--- src/rtl/spi_clk_pkg.sv ---
// Shared widths and helpers for the SPI serial-clock generator.
package spi_clk_pkg;

  // Width of the divider select input.
  localparam int DIV_W = 3;
  // Width of the half-period counter (largest half-period is 128 clk cycles).
  localparam int CNT_W = 7;

  // Terminal count of the half-period counter: 2^div - 1.
  // Computed one bit wider so div = 7 does not overflow before the decrement.
  function automatic logic [CNT_W-1:0] half_period(input logic [DIV_W-1:0] div);
    logic [CNT_W:0] w_pow;
    logic [CNT_W:0] w_dec;
    w_pow = {{CNT_W{1'b0}}, 1'b1} << div;
    w_dec = w_pow - {{CNT_W{1'b0}}, 1'b1};
    return w_dec[CNT_W-1:0];
  endfunction

endpackage

--- src/rtl/sclk_edge_detect.sv ---
// Rising/falling edge strobes for a registered signal, gated by a
// registered run qualifier so forced level changes while idle (or at the
// moment of leaving run) never produce a strobe.
module sclk_edge_detect (
  input  logic clk,
  input  logic rst,
  input  logic sig,
  input  logic run,
  output logic pe,
  output logic ne
);

  logic r_sig_q;
  logic r_run_q;

  // Delay the signal and the run qualifier by one clk cycle.
  always_ff @(posedge clk or negedge rst) begin
    if (!rst) begin
      r_sig_q <= 1'b0;
      r_run_q <= 1'b0;
    end else begin
      r_sig_q <= sig;
      r_run_q <= run;
    end
  end

  // Both inputs are flop outputs, so these strobes are glitch-free and
  // can never be high together.
  assign pe = sig & ~r_sig_q & r_run_q;
  assign ne = ~sig & r_sig_q & r_run_q;

endmodule

--- src/rtl/spi_sclk_gen.sv ---
// SPI serial-clock generator: divides clk by 2^(divider+1) while chip
// select is low, idles at cpol otherwise, and emits one-cycle edge strobes
// that coincide with the new sclk level.
// Optional feature: define SPI_SCLK_CS_SYNC_EN to pass cs through a
// 2-flop synchronizer (adds 2 cycles to both run entry and run exit).
module spi_sclk_gen
  import spi_clk_pkg::*;
(
  input  logic             clk,
  input  logic             rst,
  input  logic [DIV_W-1:0] divider,
  input  logic             cpol,
  input  logic             cs,
  output logic             sclk,
  output logic             sclk_pe,
  output logic             sclk_ne
);

  logic             w_cs_eff;
  logic             w_run;
  logic [CNT_W-1:0] w_limit;
  logic [CNT_W-1:0] r_cnt;
  logic             r_sclk;

`ifdef SPI_SCLK_CS_SYNC_EN
  logic r_cs_s1;
  logic r_cs_s2;

  // Two-flop synchronizer; resets to the idle (deselected) level.
  always_ff @(posedge clk or negedge rst) begin
    if (!rst) begin
      r_cs_s1 <= 1'b1;
      r_cs_s2 <= 1'b1;
    end else begin
      r_cs_s1 <= cs;
      r_cs_s2 <= r_cs_s1;
    end
  end

  assign w_cs_eff = r_cs_s2;
`else
  assign w_cs_eff = cs;
`endif

  assign w_run   = ~w_cs_eff;
  assign w_limit = half_period(divider);

  // Half-period counter and sclk register. Idle forces sclk to cpol and
  // clears the count; cpol is therefore only observed while idle. If the
  // divider shrinks below the current count mid-run, the counter simply
  // runs on and wraps through zero before matching again.
  always_ff @(posedge clk or negedge rst) begin
    if (!rst) begin
      r_cnt  <= '0;
      r_sclk <= 1'b0;
    end else if (w_cs_eff) begin
      r_cnt  <= '0;
      r_sclk <= cpol;
    end else if (r_cnt == w_limit) begin
      r_cnt  <= '0;
      r_sclk <= ~r_sclk;
    end else begin
      r_cnt  <= r_cnt + CNT_W'(1);
    end
  end

  assign sclk = r_sclk;

  sclk_edge_detect u_edge (
    .clk (clk),
    .rst (rst),
    .sig (r_sclk),
    .run (w_run),
    .pe  (sclk_pe),
    .ne  (sclk_ne)
  );

endmodule

--- config.mk ---
export PLATFORM = sky130hd
export DESIGN_NAME = spi_sclk_gen
export DESIGN_NICKNAME = d
export VERILOG_FILES = /design/src/rtl/spi_clk_pkg.sv /design/src/rtl/sclk_edge_detect.sv /design/src/rtl/spi_sclk_gen.sv
export SDC_FILE = /design/constraint.sdc
export NUM_CORES = 1
export LEC_CHECK = 0
export CORE_AREA = 8 8 45 47
export DETAILED_ROUTE_END_ITERATION = 12
export DIE_AREA = 0 0 53 55
export GPL_TIMING_DRIVEN = 0
export MAX_ROUTING_LAYER = met4
export PLACE_DENSITY = 0.8
export SKIP_CTS_REPAIR_TIMING = 1
export SYNTH_ARGS = -nofsm -noshare
export SYNTH_HDL_FRONTEND = slang
export SYNTH_HIERARCHICAL = 1
export SYNTH_SLANG_ARGS = --single-unit
--- constraint.sdc ---
create_clock -name clk -period 4.2 [get_ports clk]
set_clock_uncertainty 0.1 [all_clocks]
set_input_delay 0.42 -clock clk [delete_from_list [all_inputs] [get_ports clk]]
set_output_delay 0.42 -clock clk [all_outputs]
set_load 0.005 [all_outputs]
== Word-level counts from Yosys, hierarchy flattened ==
Index checks and enable logic that the tools add are counted.

* Output and inout bits: 3
* Register bits after elaboration: 10
* Input bits: 7
* Logic and storage cells: 20

* Mux-type cells: 4
* Reductions and logical operators: 1
* Bitwise operators: 7
* $add $sub $neg: 2
* Shifts and indexed selects: 1
* Equality and inequality tests: 1

{| class="wikitable"
|+ Operators with widths
! cell !! number
|-
| $mux W7 || 2
|-
| $add A7 B1 Y7 const B || 1
|-
| $eq A7 B7 Y1 || 1
|-
| $shl A1 B3 Y7 const A || 1
|-
| $sub A7 B1 Y7 const B || 1
|-
| $and A1 B1 Y1 || 4
|-
| $not A1 Y1 || 3
|-
| $mux W1 || 2
|-
| $reduce_bool A2 Y1 || 1
|}

== Longest topological paths before layout ==
Gate-level depths: netlist of run 1.

* Depth after elaboration: 5
* Gate-level depth with buffers: 6
* Depth with buffers taken out: 5

== Modules after synthesis ==
Netlist of run 1, hierarchy kept.

{| class="wikitable"
|+ By module, submodules not included
! module !! seq. area each (um2) !! cells each !! area each (um2) !! times used
|-
| spi_sclk_gen || 200.2 || 57 || 528.0 || 1
|-
| sclk_edge_detect || 50.0 || 4 || 67.6 || 1
|}

== Least setup slack after synthesis of run 1 ==
Ideal clock, no wire load.

* Path type: input -> register
* Start: input divider[2]
* End: register r_sclk (netlist: sclk)
* Buffers on the path: 1
* Data required time: 4.018 ns
* Path slack: 2.295 ns
* Arrival time: 1.724 ns
* Library setup time: 0.082 ns
* Cell stages on the path: 6
* Cells stage by stage: buf_4 -> or3b_2 -> o21ai_0 -> a211oi_1 -> or4_1 -> a31oi_1

* Word-level cells in the longest chain between the ends: 4

{| class="wikitable"
|+ Ends and longest elaborated chain
! element !! RTL line !! source
|-
| from (decl) || spi_sclk_gen.sv:11 || <nowiki>input logic [DIV_W-1:0] divider,</nowiki>
|-
| $shl A1 B3 Y7 || spi_clk_pkg.sv:14 || <nowiki>w_pow = {{CNT_W{1'b0}}, 1'b1} << div;</nowiki>
|-
| $sub A7 B1 Y7 || spi_clk_pkg.sv:15 || <nowiki>w_dec = w_pow - {{CNT_W{1'b0}}, 1'b1};</nowiki>
|-
| $eq A7 B7 Y1 || spi_sclk_gen.sv:59 || <nowiki>end else if (r_cnt == w_limit) begin</nowiki>
|-
| $reduce_bool A2 Y1 (no source line) || n/a ||
|-
| to (signal assigned) || spi_sclk_gen.sv:58 || <nowiki>r_sclk <= cpol;</nowiki>
|-
| to (signal assigned) || spi_sclk_gen.sv:61 || <nowiki>r_sclk <= ~r_sclk;</nowiki>
|-
| to (decl) || spi_sclk_gen.sv:23 || <nowiki>logic r_sclk;</nowiki>
|}

Every way passes these cells.
A chain may end at the register's enable or synchronous reset.

== Worst setup path after layout of run 1 ==
* Start: input divider[1]
* End: register r_sclk (netlist: sclk)

The elaborated chain is that of the path after synthesis.

==> impl_metrics.tcl, run 1 <==
set metrics [dict create \
    status "complete, no violations" \
    grtUsageTotal 0.09654 \
    synth_nets 69 \
    final_cell_mix "dfrtp_1 (10), clkdlybuf4s50_1 (7), nor3_1 (6), nor2_1 (5), nand2_1 (4)" \
    postRouteAntennaNets 0 \
    synth_edf_count 0 \
    synth-simple-area-share 0.2647 \
    slew_violations 0 \
    num-nets-final 81 \
    ys_ff_latch 10 \
    grt_start_max_net_pins 11 \
    endpoint "sclk$_DFFE_PN0P_" \
    maxCapViolCount 0 \
    clk-insertion-delay-late_ns 0.26 \
    dpl.hpwl_um 877.2 \
    rows 14 \
    relSlewSlack 0.6909 \
    core_um2 1384 \
    yosys.cell_types.count 32 \
    grt_pass1_wl_um 1966 \
    final.setup.tns_ns 0 \
    antenna_found_initial 0 \
    post_drt_wl_per_cell_um 13.23 \
    h-tree-depth 1 \
    area_growth_syn_to_layout_pct 21.22 \
    remaining_drc_errors 0 \
    drt-pass1-iter-count 4 \
    required_ns 4.28 \
    hold_path.class "reg -> reg" \
    dr.first_iter.drc_count 9 \
    insertedDiodeCount 0 \
    setup_viol 0 \
    worst_pin_slew_ns 0.4612 \
    synth-xor-area-share 0.07353 \
    finalCritPeriodShare 0.5376 \
    synth-compound-area-share 0.1828 \
    via_per_inst 5.557 \
    rsz0062_at_grt "false" \
    holdWs_ns 0.3585 \
    p_leak_nw 0.2960 \
    initial_utilization 0.4304 \
    fin_crit_ns 2.258 \
    rrSetupSlack_ns 2.35 \
    clock_path_buffers 2 \
    finalHoldViolCount 0 \
    syn_area_um2 595.6 \
    via_count 489 \
    max_freq_mhz 442.9 \
    finalNonFillerCells 88 \
    synth_warnings 6 \
    clkSlewWorstSetupHoldPaths_ns 0.06 \
    r2r_cells 4 \
    ir_drop_mv 0.1527 \
    total_power_w 0.0002262 \
    rr_startpoint "r_cnt[3]$_DFF_PN0_" \
    syn_inst 61 \
    crit_type "in -> reg" \
    startpoint_type "input port" \
    fin_ws_ns 1.942 \
    r2r_end "sclk$_DFFE_PN0P_" \
    min_path_cells 0 \
    endpoint_kind "flip-flop" \
    avgSynthCellArea_um2 9.763 \
    critPathArrivalTime_ns 2.33 \
    wl_um 1164 \
    ys.flop_type "dfrtp_1" \
    overflow 0 \
    nFillCells 121 \
    drive_gt1_frac 0.1389 \
    die_w_um 53 \
    mostFrequentLayoutCell "dfrtp_1" \
    synthAdderAreaFrac 0.02101 \
    synthMuxAreaShare 0 \
    port_buffers 7 \
    clock_sinks 10 \
    critPathMaxFanout 8 \
    power.density_nw_per_um2 313.3 \
    ys_seq_area_frac 0.4202 \
    placedCellCount 84 \
    cp-startpoint "divider[1]" \
    grt_pass1_vias 474 \
    root_buffer "clkbuf_4" \
    cts_buffers 3 \
    fp.dieH_um 55 \
    die_area_um2 2915 \
    num_io_pins 10 \
    synthArstFlopShare 1.000 \
    place_ws_ns 1.684 \
    gp_congestion 0.8431 \
    cts_tree "yes" \
    synth_top_family_by_area "simple AND/OR/NAND/NOR gates" \
]
## sequential cells by signal, indices dropped and copies added (netlist names)
signal	count
u_edge/r_sig_q	1
sclk	1
r_cnt	7
u_edge/r_run_q	1
## worst max-delay path, stage by stage
cell and delay (ns):
clkdlybuf4s50_1 0.62, inv_2 0.09, a2111oi_4 0.35, o221ai_2 0.16
or4_1 0.49, a31oi_1 0.20
## cells by family after synthesis
logic type / Yosys count
and+or+nand+nor: 28
AOI/OAI and AO/OA: 12
DFF: 10
xor gates and xnor gates: 5
buffers and inverters: 5
adders and majority gates: 1
## how the worst min path moves through the flow
stage / startpoint / to
detailed placement: sclk$_DFFE_PN0P_ / u_edge/r_sig_q$_DFF_PN0_
global route: rst / r_cnt[3]$_DFF_PN0_
CTS: rst / r_cnt[3]$_DFF_PN0_
global placement: sclk$_DFFE_PN0P_ / u_edge/r_sig_q$_DFF_PN0_
finish: sclk$_DFFE_PN0P_ / u_edge/r_sig_q$_DFF_PN0_
floorplan: rst / r_cnt[0]$_DFF_PN0_
## power by group
group | switching (W) | total, W | internal (W)
registers | 0.00000601 | 0.000107 | 0.000101
logic | 0.0000159 | 0.0000335 | 0.0000176
clock network | 0.0000328 | 0.0000854 | 0.0000526
total | 0.0000547 | 0.000226 | 0.000171
## metal layers
| layer | part of all wire | track usage | up-vias |
|---|---|---|---|
| li1 | - | - | 249 |
| met1 | 0.43 | 0.09176 | 225 |
| met2 | 0.49 | 0.1445 | 11 |
| met3 | 0.045 | 0.02674 | 4 |
| met4 | 0.029 | 0.1164 | 0 |
| met5 | 0 | - | - |
## cell type report
cell class,instances,area (um2),area share
Inverter,3,11.26,0.01560
Buffer,2,11.26,0.01560
Sequential cell,10,250.2,0.3466
Clock buffer,4,36.28,0.05026
Timing Repair Buffer,7,70.07,0.09705
Multi-Input combinational cell,46,322.8,0.4471
Tap cell,16,20.02,0.02773
## synth_stat cells (2+ instances only)
cell type	n	area (um2)
xor2_1	2	17.52
and3b_1	2	17.52
xnor2_1	3	26.28
nand3_1	3	15.01
dfrtp_1	10	250.2
inv_1	2	7.510
nor2_1	5	18.77
nand2_1	4	15.01
a21oi_1	2	10.01
nor3_1	6	30.03
## stage by stage
stage | instance area (um2) | utilization
3_5_place_dp | 685.7 | 0.4955
4_1_cts | 721.9 | 0.5217
5_1_grt | 721.9 | 0.5217
2_1_floorplan | 595.6 | -
3_3_place_gp | 685.7 | 0.4955
6_report | 721.9 | 0.5217
Note: power is estimated with default switching activity, not from simulation.
==> run 2: changes to the inputs <==
- clock period: 4.2 -> 2.1 ns (I/O delays scaled with it)
==> run 2 against run 1 <==
First-iteration DRC count did not move. Critical path type unchanged. Hold slack worse by 0.20 ns. Setup slack lost 1.8 ns. Critical path depth stayed put. Clock power increased by 100%. Flip-flop and latch count unchanged. Combinational power grew 100%. Sequential share of layout area is 0.18 points lower. Sequential power increased by 100%. Routed wire length fell by 0.52%. Via count decreased by 0.82%.
==> impl_metrics.tcl, run 2 (synthesis results as in run 1) <==
set metrics [dict create \
    slew_violations 0 \
    post_drt_wl_per_cell_um 13.16 \
    clock_sinks 10 \
    fin_util 0.5244 \
    root_buffer "clkbuf_4" \
    final_cell_mix "dfrtp_1 (10), nor3_1 (6), clkdlybuf4s50_1 (6), nor2_1 (5), nand2_1 (4)" \
    hold_path.class "in -> async" \
    area_growth_syn_to_layout_pct 21.85 \
    antenna_found_initial 0 \
    overflow 0 \
    rr_startpoint "r_cnt[3]$_DFF_PN0_" \
    holdWs_ns 0.1563 \
    crit_type "in -> reg" \
    setup_viol 0 \
    startpoint_type "input port" \
    rows 14 \
    power.density_nw_per_um2 623.6 \
    drt-pass1-iter-count 4 \
    core_um2 1384 \
    finalCritPeriodShare 0.9440 \
    num-nets-final 81 \
    die_w_um 53 \
    grt_start_max_net_pins 11 \
    remaining_drc_errors 0 \
    cp_cell_sequence "clkdlybuf4s50_1, or3b_2, o21ai_0, a211oi_1, or4_1, a31oi_1" \
    cts_buffers 3 \
    maxCapViolCount 0 \
    critPathMaxFanout 7 \
    clkSlewWorstSetupHoldPaths_ns 0.07 \
    clock_path_buffers 2 \
    ir_drop_mv 0.3054 \
    rsz0062_at_grt "false" \
    initial_utilization 0.4304 \
    max_freq_mhz 504.5 \
    p_leak_nw 0.3052 \
    via_count 485 \
    grt_pass1_wl_um 1966 \
    grt_pass1_vias 474 \
    worst_path_max_delay_cell "clkdlybuf4s50_1" \
    status "complete, no violations" \
    critPathArrivalTime_ns 2.06 \
    insertedDiodeCount 0 \
    relSlewSlack 0.6910 \
    finalHoldViolCount 0 \
    drive_gt1_frac 0.1389 \
    largest_register_ffs 7 \
    worst_pin_slew_ns 0.4610 \
    postRouteAntennaNets 0 \
    fp.dieH_um 55 \
    top_register "r_cnt" \
    fin_crit_ns 1.982 \
    required_ns 2.18 \
    dr.first_iter.drc_count 9 \
    die_area_um2 2915 \
    cts_tree "yes" \
    clk-insertion-delay-late_ns 0.26 \
    num_io_pins 10 \
    cpPeakStageDelay_ns 0.51 \
    fin_ws_ns 0.1177 \
    h-tree-depth 1 \
    place_ws_ns -0.2061 \
    gp_congestion 0.8431 \
    nFillCells 120 \
    endpoint_kind "flip-flop" \
    mostFrequentLayoutCell "dfrtp_1" \
    port_buffers 7 \
    cp-startpoint "divider[0]" \
    via_per_inst 5.511 \
    dpl.hpwl_um 877.2 \
    grtUsageTotal 0.09654 \
    wl_um 1158 \
]
==> run 2: cell count changes in the layout (fill, tap and decap cells not counted), sizes merged <==
| cell | before | now |
|---|---|---|
| dlymetal6s2s | 0 | 1 |
| clkdlybuf4s50 | 7 | 6 |
==> run 2: per-layer routing <==
metal / track usage / share of wire
met4: 0.1164 / 0.029
met2: 0.1445 / 0.49
met5: - / 0
met1: 0.09176 / 0.44
met3: 0.02674 / 0.041
==> run 2: per-stage QoR <==
step | setup TNS, ns | power [W] | area, um2 | cells
2_1_floorplan | 0 | 0.0002544 | 595.6 | 61
3_3_place_gp | -0.5651 | 0.0002827 | 685.7 | 84
3_5_place_dp | -0.8479 | 0.0002860 | 685.7 | 84
4_1_cts | 0 | 0.0004591 | 721.9 | 88
5_1_grt | 0 | 0.0004798 | 725.7 | 88
6_report | 0 | 0.0004525 | 725.7 | 88
==> run 2: cell type report <==
class                   instances  area, um2  area share
flip-flops and latches         10      250.2      0.3448
repair buffers                  7      72.57      0.1000
multi-input cells              46      324.1      0.4466
well taps                      16      20.02     0.02759
inverters                       3      11.26     0.01552
plain buffers                   2      11.26     0.01552
clock buffers                   4      36.28     0.05000
==> run 2: worst max-delay path: cells and delay by family <==
kind | cells | cell delay (ns)
AO/OA/AOI/OAI | 3 | 0.43
buffers and inverters | 1 | 0.51
AND/OR/NAND/NOR | 2 | 0.91
==> run 2: final timing paths <==
check,to,slack (ns),depth (start not counted)
max in group asynchronous,u_edge/r_sig_q$_DFF_PN0_,1.44,1
max reg2reg,sclk$_DFFE_PN0P_,0.25,4
min reg2reg,u_edge/r_sig_q$_DFF_PN0_,0.36,0
min,r_cnt[4]$_DFF_PN0_,0.16,1
max,sclk$_DFFE_PN0P_,0.12,6
min in group clk,u_edge/r_run_q$_DFF_PN0_,0.20,2
==> run 2: power by group <==
part / internal, W / total [W] / leakage [nW] / switching [W]
clock network: 0.000105 / 0.000171 / 0.0210 / 0.0000656
registers: 0.000202 / 0.000215 / 0.129 / 0.0000121
logic: 0.0000353 / 0.0000672 / 0.155 / 0.0000319
total: 0.000343 / 0.000453 / 0.305 / 0.000110
